<file path="config.mk">
export PLATFORM = sky130hd
export DESIGN_NAME = div_sqrt_issue_queue
export DESIGN_NICKNAME = d
export VERILOG_FILES = /design/src/rtl/div_sqrt_issue_queue_pkg.sv /design/src/rtl/div_sqrt_req_fifo.sv /design/src/rtl/div_sqrt_issue_queue.sv
export SDC_FILE = /design/constraint.sdc
export NUM_CORES = 1
export LEC_CHECK = 0
export BUFFER_PORTS_ARGS = -buffer_cell sky130_fd_sc_hd__buf_2
export CAP_MARGIN = 0
export CORE_UTILIZATION = 50
export DETAILED_ROUTE_END_ITERATION = 8
export PLACE_DENSITY = 0.74
export RECOVER_POWER = 50
export SYNTH_ARGS = -nofsm -noshare
export SYNTH_HDL_FRONTEND = slang
export SYNTH_SLANG_ARGS = --single-unit
export TNS_END_PERCENT = 30
</file>
<file path="constraint.sdc">
create_clock -name Clk_CI -period 10.5 [get_ports Clk_CI]
set_input_delay 1.05 -clock Clk_CI [delete_from_list [all_inputs] [get_ports Clk_CI]]
set_output_delay 1.05 -clock Clk_CI [all_outputs]
set_load 0.01 [all_outputs]
</file>
<file path="src/rtl/div_sqrt_issue_queue_pkg.sv">
// Shared types for the div/sqrt issue queue: operation, FSM states, request payload and flags.
// The DRAIN state exists only when DIV_SQRT_KILL_EN is defined.
package fpu_defs_div_sqrt;

  localparam int C_RM = 3;

  typedef enum logic {
    OP_DIV  = 1'b0,
    OP_SQRT = 1'b1
  } div_sqrt_op_e;

`ifdef DIV_SQRT_KILL_EN
  typedef enum logic [1:0] {
    ST_IDLE  = 2'd0,
    ST_START = 2'd1,
    ST_BUSY  = 2'd2,
    ST_DRAIN = 2'd3
  } issue_state_e;
`else
  typedef enum logic [1:0] {
    ST_IDLE  = 2'd0,
    ST_START = 2'd1,
    ST_BUSY  = 2'd2
  } issue_state_e;
`endif

  // Tag width is a parameter of the queue, so the tag is attached where the entry type is built.
  typedef struct packed {
    div_sqrt_op_e      op;
    logic [31:0]       a;
    logic [31:0]       b;
    logic [C_RM-1:0]   rm;
  } div_sqrt_req_t;

  typedef struct packed {
    logic of;
    logic uf;
    logic dz;
  } div_sqrt_flags_t;

endpackage

</file>
<file path="src/rtl/div_sqrt_req_fifo.sv">
// Circular request buffer with count-based full/empty; pointers wrap explicitly at DEPTH.
module div_sqrt_req_fifo #(
  parameter int  DEPTH   = 2,
  parameter type entry_t = logic [7:0]
) (
  input  logic   Clk_CI,
  input  logic   Rst_RBI,
  input  logic   Flush_SI,
  input  logic   Push_SI,
  input  entry_t Data_DI,
  input  logic   Pop_SI,
  output entry_t Data_DO,
  output logic   Full_SO,
  output logic   Empty_SO
);
  localparam int PtrW = $clog2(DEPTH);
  localparam int CntW = $clog2(DEPTH + 1);
  localparam logic [PtrW-1:0] LastPtr  = PtrW'(DEPTH - 1);
  localparam logic [CntW-1:0] DepthCnt = CntW'(DEPTH);

  entry_t          mem_q [DEPTH];
  logic [PtrW-1:0] wr_ptr_q, rd_ptr_q;
  logic [CntW-1:0] cnt_q;
  logic            push_ok, pop_ok;

  assign Full_SO  = (cnt_q == DepthCnt);
  assign Empty_SO = (cnt_q == '0);
  assign push_ok  = Push_SI && !Full_SO;
  assign pop_ok   = Pop_SI && !Empty_SO;
  assign Data_DO  = mem_q[rd_ptr_q];

  always_ff @(posedge Clk_CI or negedge Rst_RBI) begin
    if (!Rst_RBI) begin
      wr_ptr_q <= '0;
      rd_ptr_q <= '0;
      cnt_q    <= '0;
    end else if (Flush_SI) begin
      wr_ptr_q <= '0;
      rd_ptr_q <= '0;
      cnt_q    <= '0;
    end else begin
      if (push_ok) wr_ptr_q <= (wr_ptr_q == LastPtr) ? '0 : wr_ptr_q + 1'b1;
      if (pop_ok)  rd_ptr_q <= (rd_ptr_q == LastPtr) ? '0 : rd_ptr_q + 1'b1;
      case ({push_ok, pop_ok})
        2'b10:   cnt_q <= cnt_q + 1'b1;
        2'b01:   cnt_q <= cnt_q - 1'b1;
        default: cnt_q <= cnt_q;
      endcase
    end
  end

  // Payload storage needs no reset: an entry is only read after it has been written.
  always_ff @(posedge Clk_CI) begin
    if (push_ok) mem_q[wr_ptr_q] <= Data_DI;
  end

endmodule

</file>
<file path="src/rtl/div_sqrt_issue_queue.sv">
// Request front-end for the shared div/sqrt unit: FIFO, single-op launch FSM, tagged result slot.
// Defining DIV_SQRT_KILL_EN adds the Kill_SI flush port and a DRAIN state.
module div_sqrt_issue_queue
  import fpu_defs_div_sqrt::*;
#(
  parameter int DEPTH     = 2,
  parameter int TAG_WIDTH = 4
) (
  input  logic                 Clk_CI,
  input  logic                 Rst_RBI,
`ifdef DIV_SQRT_KILL_EN
  input  logic                 Kill_SI,
`endif
  input  logic                 In_valid_SI,
  output logic                 In_ready_SO,
  input  logic                 In_op_SI,
  input  logic [31:0]          In_operand_a_DI,
  input  logic [31:0]          In_operand_b_DI,
  input  logic [C_RM-1:0]      In_rm_SI,
  input  logic [TAG_WIDTH-1:0] In_tag_DI,
  output logic                 Div_start_SO,
  output logic                 Sqrt_start_SO,
  output logic [31:0]          Operand_a_DO,
  output logic [31:0]          Operand_b_DO,
  output logic [C_RM-1:0]      RM_SO,
  input  logic                 Unit_ready_SI,
  input  logic                 Unit_done_SI,
  input  logic [31:0]          Unit_result_DI,
  input  logic                 Unit_OF_SI,
  input  logic                 Unit_UF_SI,
  input  logic                 Unit_div_zero_SI,
  output logic                 Out_valid_SO,
  input  logic                 Out_ready_SI,
  output logic [31:0]          Out_result_DO,
  output logic [2:0]           Out_flags_DO,
  output logic [TAG_WIDTH-1:0] Out_tag_DO
);

  typedef struct packed {
    div_sqrt_req_t        req;
    logic [TAG_WIDTH-1:0] tag;
  } entry_t;

  entry_t               in_entry, head_entry, launch_q;
  issue_state_e         state_q, state_d;
  logic                 fifo_full, fifo_empty;
  logic                 kill, push, pop, capture, out_free, can_issue;
  logic                 out_valid_q;
  logic [31:0]          out_result_q;
  div_sqrt_flags_t      out_flags_q;
  logic [TAG_WIDTH-1:0] out_tag_q;

`ifdef DIV_SQRT_KILL_EN
  assign kill = Kill_SI;
`else
  assign kill = 1'b0;
`endif

  assign in_entry = '{req: '{op: div_sqrt_op_e'(In_op_SI), a: In_operand_a_DI,
                             b: In_operand_b_DI, rm: In_rm_SI},
                      tag: In_tag_DI};

  assign In_ready_SO = !fifo_full && !kill;
  assign push        = In_valid_SI && In_ready_SO;

  // Issue only when the slot will be free by the time done can return.
  assign out_free  = !out_valid_q || Out_ready_SI;
  assign can_issue = !fifo_empty && Unit_ready_SI && out_free && !kill;

  div_sqrt_req_fifo #(
    .DEPTH   (DEPTH),
    .entry_t (entry_t)
  ) i_req_fifo (
    .Clk_CI   (Clk_CI),
    .Rst_RBI  (Rst_RBI),
    .Flush_SI (kill),
    .Push_SI  (push),
    .Data_DI  (in_entry),
    .Pop_SI   (pop),
    .Data_DO  (head_entry),
    .Full_SO  (fifo_full),
    .Empty_SO (fifo_empty)
  );

  always_comb begin
    state_d = state_q;
    pop     = 1'b0;
    capture = 1'b0;
    case (state_q)
      ST_IDLE: begin
        if (can_issue) begin
          pop     = 1'b1;
          state_d = ST_START;
        end
      end
      ST_START: state_d = ST_BUSY;
      ST_BUSY: begin
        if (Unit_done_SI) begin
          capture = 1'b1;
          state_d = ST_IDLE;
        end
      end
`ifdef DIV_SQRT_KILL_EN
      ST_DRAIN: begin
        if (Unit_done_SI) state_d = ST_IDLE;
      end
`endif
      default: state_d = ST_IDLE;
    endcase
`ifdef DIV_SQRT_KILL_EN
    // A done arriving in the kill cycle is already the abandoned result, so skip DRAIN.
    if (kill && (state_q == ST_START || state_q == ST_BUSY)) begin
      capture = 1'b0;
      state_d = (state_q == ST_BUSY && Unit_done_SI) ? ST_IDLE : ST_DRAIN;
    end
`endif
  end

  always_ff @(posedge Clk_CI or negedge Rst_RBI) begin
    if (!Rst_RBI) begin
      state_q  <= ST_IDLE;
      launch_q <= '0;
    end else begin
      state_q <= state_d;
      if (pop) launch_q <= head_entry;
    end
  end

  always_ff @(posedge Clk_CI or negedge Rst_RBI) begin
    if (!Rst_RBI) begin
      out_valid_q  <= 1'b0;
      out_result_q <= '0;
      out_flags_q  <= '0;
      out_tag_q    <= '0;
    end else if (capture) begin
      out_valid_q  <= 1'b1;
      out_result_q <= Unit_result_DI;
      out_flags_q  <= '{of: Unit_OF_SI, uf: Unit_UF_SI, dz: Unit_div_zero_SI};
      out_tag_q    <= launch_q.tag;
    end else if (out_valid_q && Out_ready_SI) begin
      out_valid_q  <= 1'b0;
      out_result_q <= '0;
      out_flags_q  <= '0;
      out_tag_q    <= '0;
    end
  end

  assign Div_start_SO  = (state_q == ST_START) && (launch_q.req.op == OP_DIV);
  assign Sqrt_start_SO = (state_q == ST_START) && (launch_q.req.op == OP_SQRT);
  assign Operand_a_DO  = launch_q.req.a;
  assign Operand_b_DO  = launch_q.req.b;
  assign RM_SO         = launch_q.req.rm;
  assign Out_valid_SO  = out_valid_q;
  assign Out_result_DO = out_result_q;
  assign Out_flags_DO  = out_flags_q;
  assign Out_tag_DO    = out_tag_q;

endmodule

</file>
==> results.json, run 1 <==
{
  "ys_seq_area_share_pct": 72.1,
  "cts.htree.levels": 1,
  "postCtsHoldBufs": 0,
  "critPathSlowestCell": "and3_1",
  "post_cts_resized": 0,
  "dp_slack_ns": 7.34,
  "clock_sinks": 262,
  "viasPerCell": 5.18,
  "hold_class": "flip-flop to flip-flop",
  "crit_chain": "nand2b_1 -> and3_1",
  "rsz0062_at_grt": "false",
  "dieArea_sq_um": 20700,
  "clockBufferDepth": 3,
  "drt_iter0_markers": 260,
  "drt_wl_total_um": 18800,
  "r2r_cells": 2,
  "avgSynthCellArea_sq_um": 18.0,
  "outcome": "finished, violations left",
  "coreArea_sq_um": 19600,
  "grt_overflow": 0,
  "setup_viol": 0,
  "fin_skew_ns": 0.00740,
  "crit_path_max_fanout": 72,
  "slew_headroom_pct": -138,
  "syn_nets": 676,
  "cts_tree": "done",
  "vias": 5244,
  "insertion_delay_ns": 0.51,
  "area_growth_pct": 15.8,
  "cpPeakStageDelay_ns": 2.63,
  "synth-seq-cells": 262,
  "holdPathEnd": "Operand_a_DO[18]",
  "postCtsSetupRepairBufs": 0,
  "wl_per_cell_um": 18.6,
  "yosys.area.top_type_share_pct": 42.9,
  "pin_count": 223,
  "placement.io_buffers": 222,
  "power_density_nw_per_um2": 306,
  "ant_nets": 0,
  "arrival_ns": 3.76,
  "antenna_found_initial": 2,
  "crit_family": "simple AND/OR/NAND/NOR gates",
  "cts_buffers": 27,
  "worst_setup_path_start_kind": "flip-flop",
  "maxSlewViolCount": 125,
  "synth_area_leader_cell": "edfxtp_1",
  "grt_start_max_net_pins": 75,
  "period_minus_slack_ns": 3.73,
  "required_ns": 10.53,
  "maxCapViolations": 2,
  "leakage_nw": 4.71,
  "clk_pin_slew_ns": 0.06,
  "die_h_um": 144,
  "fmax_mhz": 268,
  "r2r-end": "i_req_fifo.mem_q[1][57]",
  "vdd_drop_max_mv": 0.185,
  "critPathKind": "flip-flop to flip-flop",
  "path_buf_inv": 0,
  "fp-row-count": 51,
  "r2r_start": "i_req_fifo.cnt_q[0]",
  "yosysUniqueCellTypes": 25,
  "grt_pass1_vias": 5475,
  "dr.pass1.iters": 5,
  "worstMarginPinSlew_ns": 3.57,
  "synth_area_leaders": "edfxtp_1, dfrtp_1, mux2_2",
  "fin_ws_ns": 6.77,
  "initial_utilization_pct": 51.5,
  "post_synth_instance_area_sq_um": 10100,
  "instances_no_fill": 1012,
  "violations": "max-capacitance violations, max-slew violations",
  "ys_warn_count": 0,
  "hold_path_depth": 1,
  "cts_root_buf": "clkbuf_16",
  "placed_cells": 962,
  "final_nets": 840,
  "dp_hpwl_um": 11600,
  "fin_crit_sh_pct": 35.5,
  "track_usage_pct": 17.9,
  "grt_pass1_wl_um": 28600,
  "finalSetupTns_ns": 0,
  "die_w_um": 144,
  "worstHoldStart": "Operand_a_DO[18]",
  "crit_path_end_kind": "flip-flop",
  "drcViolationCount": 0,
  "syn_inst": 562,
  "r2r_setup_slack_ns": 6.77,
  "hold_violations": 0,
  "final_layout_size_suffix_gt1_share_pct": 36.6,
  "place_congestion": 0.741
}
[cells in the mapped netlist]
cell / n
a21oi_2: 1
a22o_1: 39
and3_1: 1
and3b_1: 1
buf_2: 9
buf_4: 68
buf_6: 8
clkbuf_1: 7
dfrtp_1: 118
edfxtp_1: 144
ha_1: 1
inv_1: 1
mux2_1: 60
mux2_2: 82
mux2i_1: 2
nand2_1: 1
nand2b_1: 4
nor2_1: 5
nor2b_2: 1
nor4_1: 1
nor4_4: 1
o21ai_0: 1
or2_2: 1
xnor2_1: 3
xor2_1: 2
[logic make-up after synthesis]
kind of cell	after synthesis	synth area share [%]
AO/OA/AOI/OAI	41	3.52
multiplexers	144	16.0
adder cells (fa/ha/maj)	1	0.124
flip-flops	262	72.1
buffers and inverters	93	6.70
XOR/XNOR	5	0.434
AND/OR/NAND/NOR	16	1.04
[state kept, by name, indices dropped and copies added (netlist names)]
| name | cells |
|---|---|
| Out_flags_DO | 3 |
| state_q | 2 |
| Out_tag_DO | 4 |
| Operand_a_DO | 32 |
| Operand_b_DO | 32 |
| launch_q | 5 |
| Out_valid_SO | 1 |
| i_req_fifo.wr_ptr_q | 1 |
| RM_SO | 3 |
| Out_result_DO | 32 |
| i_req_fifo.rd_ptr_q | 1 |
| i_req_fifo.cnt_q | 2 |
| i_req_fifo.mem_q | 144 |
[worst max path at each step]
stage / from / to / slack (ns) / cells past startpoint
finish: i_req_fifo.cnt_q[0] / i_req_fifo.mem_q[1][57] / 6.77 / 2
global placement: Out_ready_SI / i_req_fifo.cnt_q[1] / 7.36 / 7
CTS: Out_ready_SI / i_req_fifo.cnt_q[1] / 7.89 / 7
floorplan: In_valid_SI / i_req_fifo.mem_q[0][0] / 5.85 / 2
detailed placement: Out_ready_SI / i_req_fifo.cnt_q[1] / 7.34 / 7
global route: Rst_RBI / i_req_fifo.rd_ptr_q / 6.06 / 2
[cells in the final DEF, fill, tap and decap left out, drive strengths merged]
cell        n
buf       147
edfxtp    144
mux2      142
dfrtp     118
clkbuf    118
a22o       39
clkinv      6
nor2        5
nand2b      4
xnor2       3
bufinv      3
mux2i       2
xor2        2
clkinvlp    2
nor4        2
diode       1
nor2b       1
and3        1
nand2       1
inv         1
and3b       1
a21oi       1
o21ai       1
or2         1
ha          1
[routing by layer]
metal  routed length [um]  track usage (%)  vias up
li1                     -                -     2345
met1                 7270             21.5     2689
met2                 9880             31.8      164
met3                 1130             3.84       44
met4                  501             6.22        2
met5                    9                0        -
[power breakdown]
part	switching [mW]	internal (mW)	leakage, nW
sequential	0.210	1.48	2.78
clock	0.364	0.561	0.422
combinational	0.494	0.472	1.52
[final cells by class]
type	count	area, sq um
Fill cell	1508	7910
Multi-Input combinational cell	207	2140
Clock buffer	38	737
Inverter	1	3.75
Clock inverter	11	134
Sequential cell	262	7280
Timing Repair Buffer	227	1050
Antenna cell	1	2.50
Tap cell	265	332
[through the flow]
step	total power [mW]	hold WS, ns	cell area [sq um]	utilization [%]
3_5_place_dp	2.70	0.469	10900	55.7
6_report	3.58	0.479	11700	59.6
5_1_grt	3.77	0.496	11700	59.6
2_1_floorplan	2.49	0.459	10100	-
3_3_place_gp	2.65	0.462	10900	55.7
4_1_cts	3.64	0.483	11800	60.2
(Power assumes the default switching activity.)
==> run 2, diff against run 1 <==
--- a/config.mk
+++ b/config.mk
@@ -5,6 +5,7 @@
 export SDC_FILE = /design/constraint.sdc
 export NUM_CORES = 1
 export LEC_CHECK = 0
+export ABC_AREA = 1
 export BUFFER_PORTS_ARGS = -buffer_cell sky130_fd_sc_hd__buf_2
 export CAP_MARGIN = 0
 export CORE_UTILIZATION = 50
==> constraint.sdc (replaced) <==
create_clock -name Clk_CI -period 3.5 [get_ports Clk_CI]
set_input_delay 0.35 -clock Clk_CI [delete_from_list [all_inputs] [get_ports Clk_CI]]
set_output_delay 0.35 -clock Clk_CI [all_outputs]
set_load 0.01 [all_outputs]
==> run 2 against run 1 <==
Sequential share of layout area decreased by 2.1 points. Total power increased to 3.0 times the previous value. Largest cell class unchanged. Clock skew about the same. The run now ends clean. Clock power grew to 3.2 times the previous value. Critical endpoint is now Operand_b_DO[21].
==> results.json, run 2 <==
{
  "synth_xor_area_share_pct": 0.0839,
  "fin_util_pct": 59.3,
  "worstMarginPinSlew_ns": 1.36,
  "worst_setup_path_start_kind": "primary input",
  "dr.pass1.iters": 4,
  "power_density_nw_per_um2": 897,
  "dp_slack_ns": 1.33,
  "track_usage_pct": 20.4,
  "wl_per_cell_um": 15.3,
  "clk_pin_slew_ns": 0.06,
  "setup_viol": 0,
  "area_growth_pct": 15.7,
  "place_congestion": 0.794,
  "total_power_mw": 10.8,
  "maxCapViolations": 0,
  "critPathSlowestCell": "clkbuf_2",
  "cts_tree": "done",
  "dieArea_sq_um": 21500,
  "top_register": "i_req_fifo.mem_q",
  "ys_seq_area_share_pct": 69.7,
  "crit_family": "buffers and inverters",
  "final_layout_size_suffix_gt1_share_pct": 13.7,
  "post_synth_instance_area_sq_um": 10400,
  "synth-async-reset-ratio_pct": 45.0,
  "synth_fa_ha_area_share_pct": 0.120,
  "critPathKind": "primary input to async pin",
  "period_minus_slack_ns": 2.33,
  "post_cts_resized": 0,
  "placed_cells": 1360,
  "final_cell_mix": "nand2_1, edfxtp_1, clkbuf_1",
  "coreArea_sq_um": 20400,
  "rsz0062_at_grt": "false",
  "ys_warn_count": 0,
  "cts_buffers": 26,
  "maxSlewViolCount": 0,
  "synth_compound_area_share_pct": 0.144,
  "syn_inst": 970,
  "dp_hpwl_um": 13200,
  "syn_nets": 1084,
  "cpPeakStageDelay_ns": 0.99,
  "fin_ws_ns": 1.17,
  "synth_edf_count": 144,
  "cts_root_buf": "clkbuf_16",
  "synth_mux_area_share_pct": 0,
  "vias": 6800,
  "initial_utilization_pct": 51.3,
  "fp-row-count": 52,
  "slew_headroom_pct": 9.61,
  "die_w_um": 147,
  "viasPerCell": 4.79,
  "drcViolationCount": 0,
  "crit_path_end_kind": "async pin",
  "final_nets": 1241,
  "clock_sinks": 262,
  "hold_class": "primary input to flip-flop",
  "cts.htree.levels": 1,
  "largest_reg_flops": 144,
  "pin_count": 223,
  "postCtsSetupRepairBufs": 0,
  "synth_area_leaders": "edfxtp_1, dfrtp_1, nand2_1",
  "ant_nets": 0,
  "crit_path_max_fanout": 53,
  "vdd_drop_max_mv": 0.466,
  "grt_pass1_vias": 6766,
  "die_h_um": 147,
  "fmax_mhz": 429,
  "crit_chain": "dlygate4sd3_1 -> clkbuf_2 -> clkbuf_1",
  "placement.io_buffers": 222,
  "required_ns": 3.97,
  "path_buf_inv": 3,
  "fin_skew_ns": 0.00733,
  "clockBufferDepth": 3,
  "leakage_nw": 5.65,
  "synth_ff_type": "edfxtp_1",
  "postCtsHoldBufs": 9,
  "fin_crit_sh_pct": 66.5,
  "synth_simple_gate_area_share_pct": 21.7,
  "drt_iter0_markers": 355,
  "antenna_found_initial": 3,
  "final_common_cell": "nand2_1",
  "avgSynthCellArea_sq_um": 10.8,
  "grt_start_max_net_pins": 74,
  "synth_area_leader_cell": "edfxtp_1",
  "yosys.area.top_type_share_pct": 41.4,
  "synth-seq-cells": 262,
  "grt_pass1_wl_um": 34400,
  "arrival_ns": 2.79,
  "timing.hold.ws_ns": 0.0191,
  "drt_wl_total_um": 21600,
  "insertion_delay_ns": 0.52,
  "outcome": "finished, final reports clean",
  "ys_top_cells_by_count": "nand2_1, edfxtp_1, dfrtp_1",
  "fillers": 1752,
  "yosysUniqueCellTypes": 18,
  "grt_overflow": 0,
  "yosysMostFrequentCell": "nand2_1",
  "hold_violations": 0,
  "instances_no_fill": 1419,
  "synth_top_family_by_area": "simple AND/OR/NAND/NOR gates"
}
run 2: cell types whose count changed in the layout (fill, tap and decap cells not counted), moves of 5 or more:
cell,change
inv_1,+10
nand3_1,+75
nand2_1,+490
clkbuf_8,+5
mux2_1,-60
a22o_1,-39
buf_2,-46
clkbuf_1,+44
dlygate4sd3_1,+9
mux2_2,-82
run 2: cells by family (layout without fill, tap and decap cells):
| kind of cell | after synthesis | after routing |
|---|---|---|
| AOI/OAI and AO/OA | 3 | 3 |
| xor gates and xnor gates | 1 | 1 |
| adders and majority gates | 1 | 1 |
| buffers and inverters | 127 | 304 |
| DFF | 262 | 262 |
| other | 0 | 2 |
| and+or+nand+nor | 576 | 576 |
run 2: report_power, final:
group,switching (mW),internal (mW)
clock network,1.09,1.85
logic,2.19,0.941
registers,0.452,4.31
run 2: routing by layer:
layer  wire, um  global-route usage (%)  vias to the layer above  share of wire, %
li1           -                       -                     3370                 -
met1       8910                    25.1                     3157                41
met2      10800                    36.5                      242                50
met3       1550                    4.31                       29               7.2
met4        337                    5.05                        2               1.6
met5         13                       0                        -             0.060
run 2: final cells by class:
cell class                 count  area (sq um)  area share, %
clock buffer                  39           791           6.55
sequential                   262          7280           60.3
inverter                      13          48.8          0.404
tap                          270           338           2.80
clock inverter                 9           144           1.19
multi-input combinational    581          2330           19.3
timing repair buffer         243          1140           9.43
antenna                        2          5.00         0.0414
run 2: worst paths after layout:
kind                       cells past startpoint                       to  slack (ns)                start
hold reg to reg                                2         Operand_b_DO[10]        0.47     Operand_b_DO[10]
setup / recovery                               3         Operand_b_DO[21]        1.17              Rst_RBI
hold / removal                                 1  i_req_fifo.mem_q[0][15]        0.02   In_operand_b_DI[8]
setup reg to reg                               8      i_req_fifo.cnt_q[1]        1.34  i_req_fifo.cnt_q[0]
min in group asynchronous                      2        Out_result_DO[25]        0.68              Rst_RBI
max in group Clk_CI                            8      i_req_fifo.cnt_q[1]        1.34  i_req_fifo.cnt_q[0]
run 2: worst reg2reg max path, cell delays in order, from the launching register on:
cell and delay, ns:
dfrtp_1 0.42, nor2_1 0.20, nor2_4 0.06, nand2_2 0.57, inv_1 0.11, ha_1 0.24
or2_2 0.29, nand4_1 0.08, nand2_1 0.07
run 2: stage by stage:
step | TNS, ns | cell area (sq um)
2_1_floorplan | -50.10 | 10400
3_3_place_gp | 0 | 11200
3_5_place_dp | 0 | 11200
4_1_cts | 0 | 12200
5_1_grt | 0 | 12100
6_report | 0 | 12100
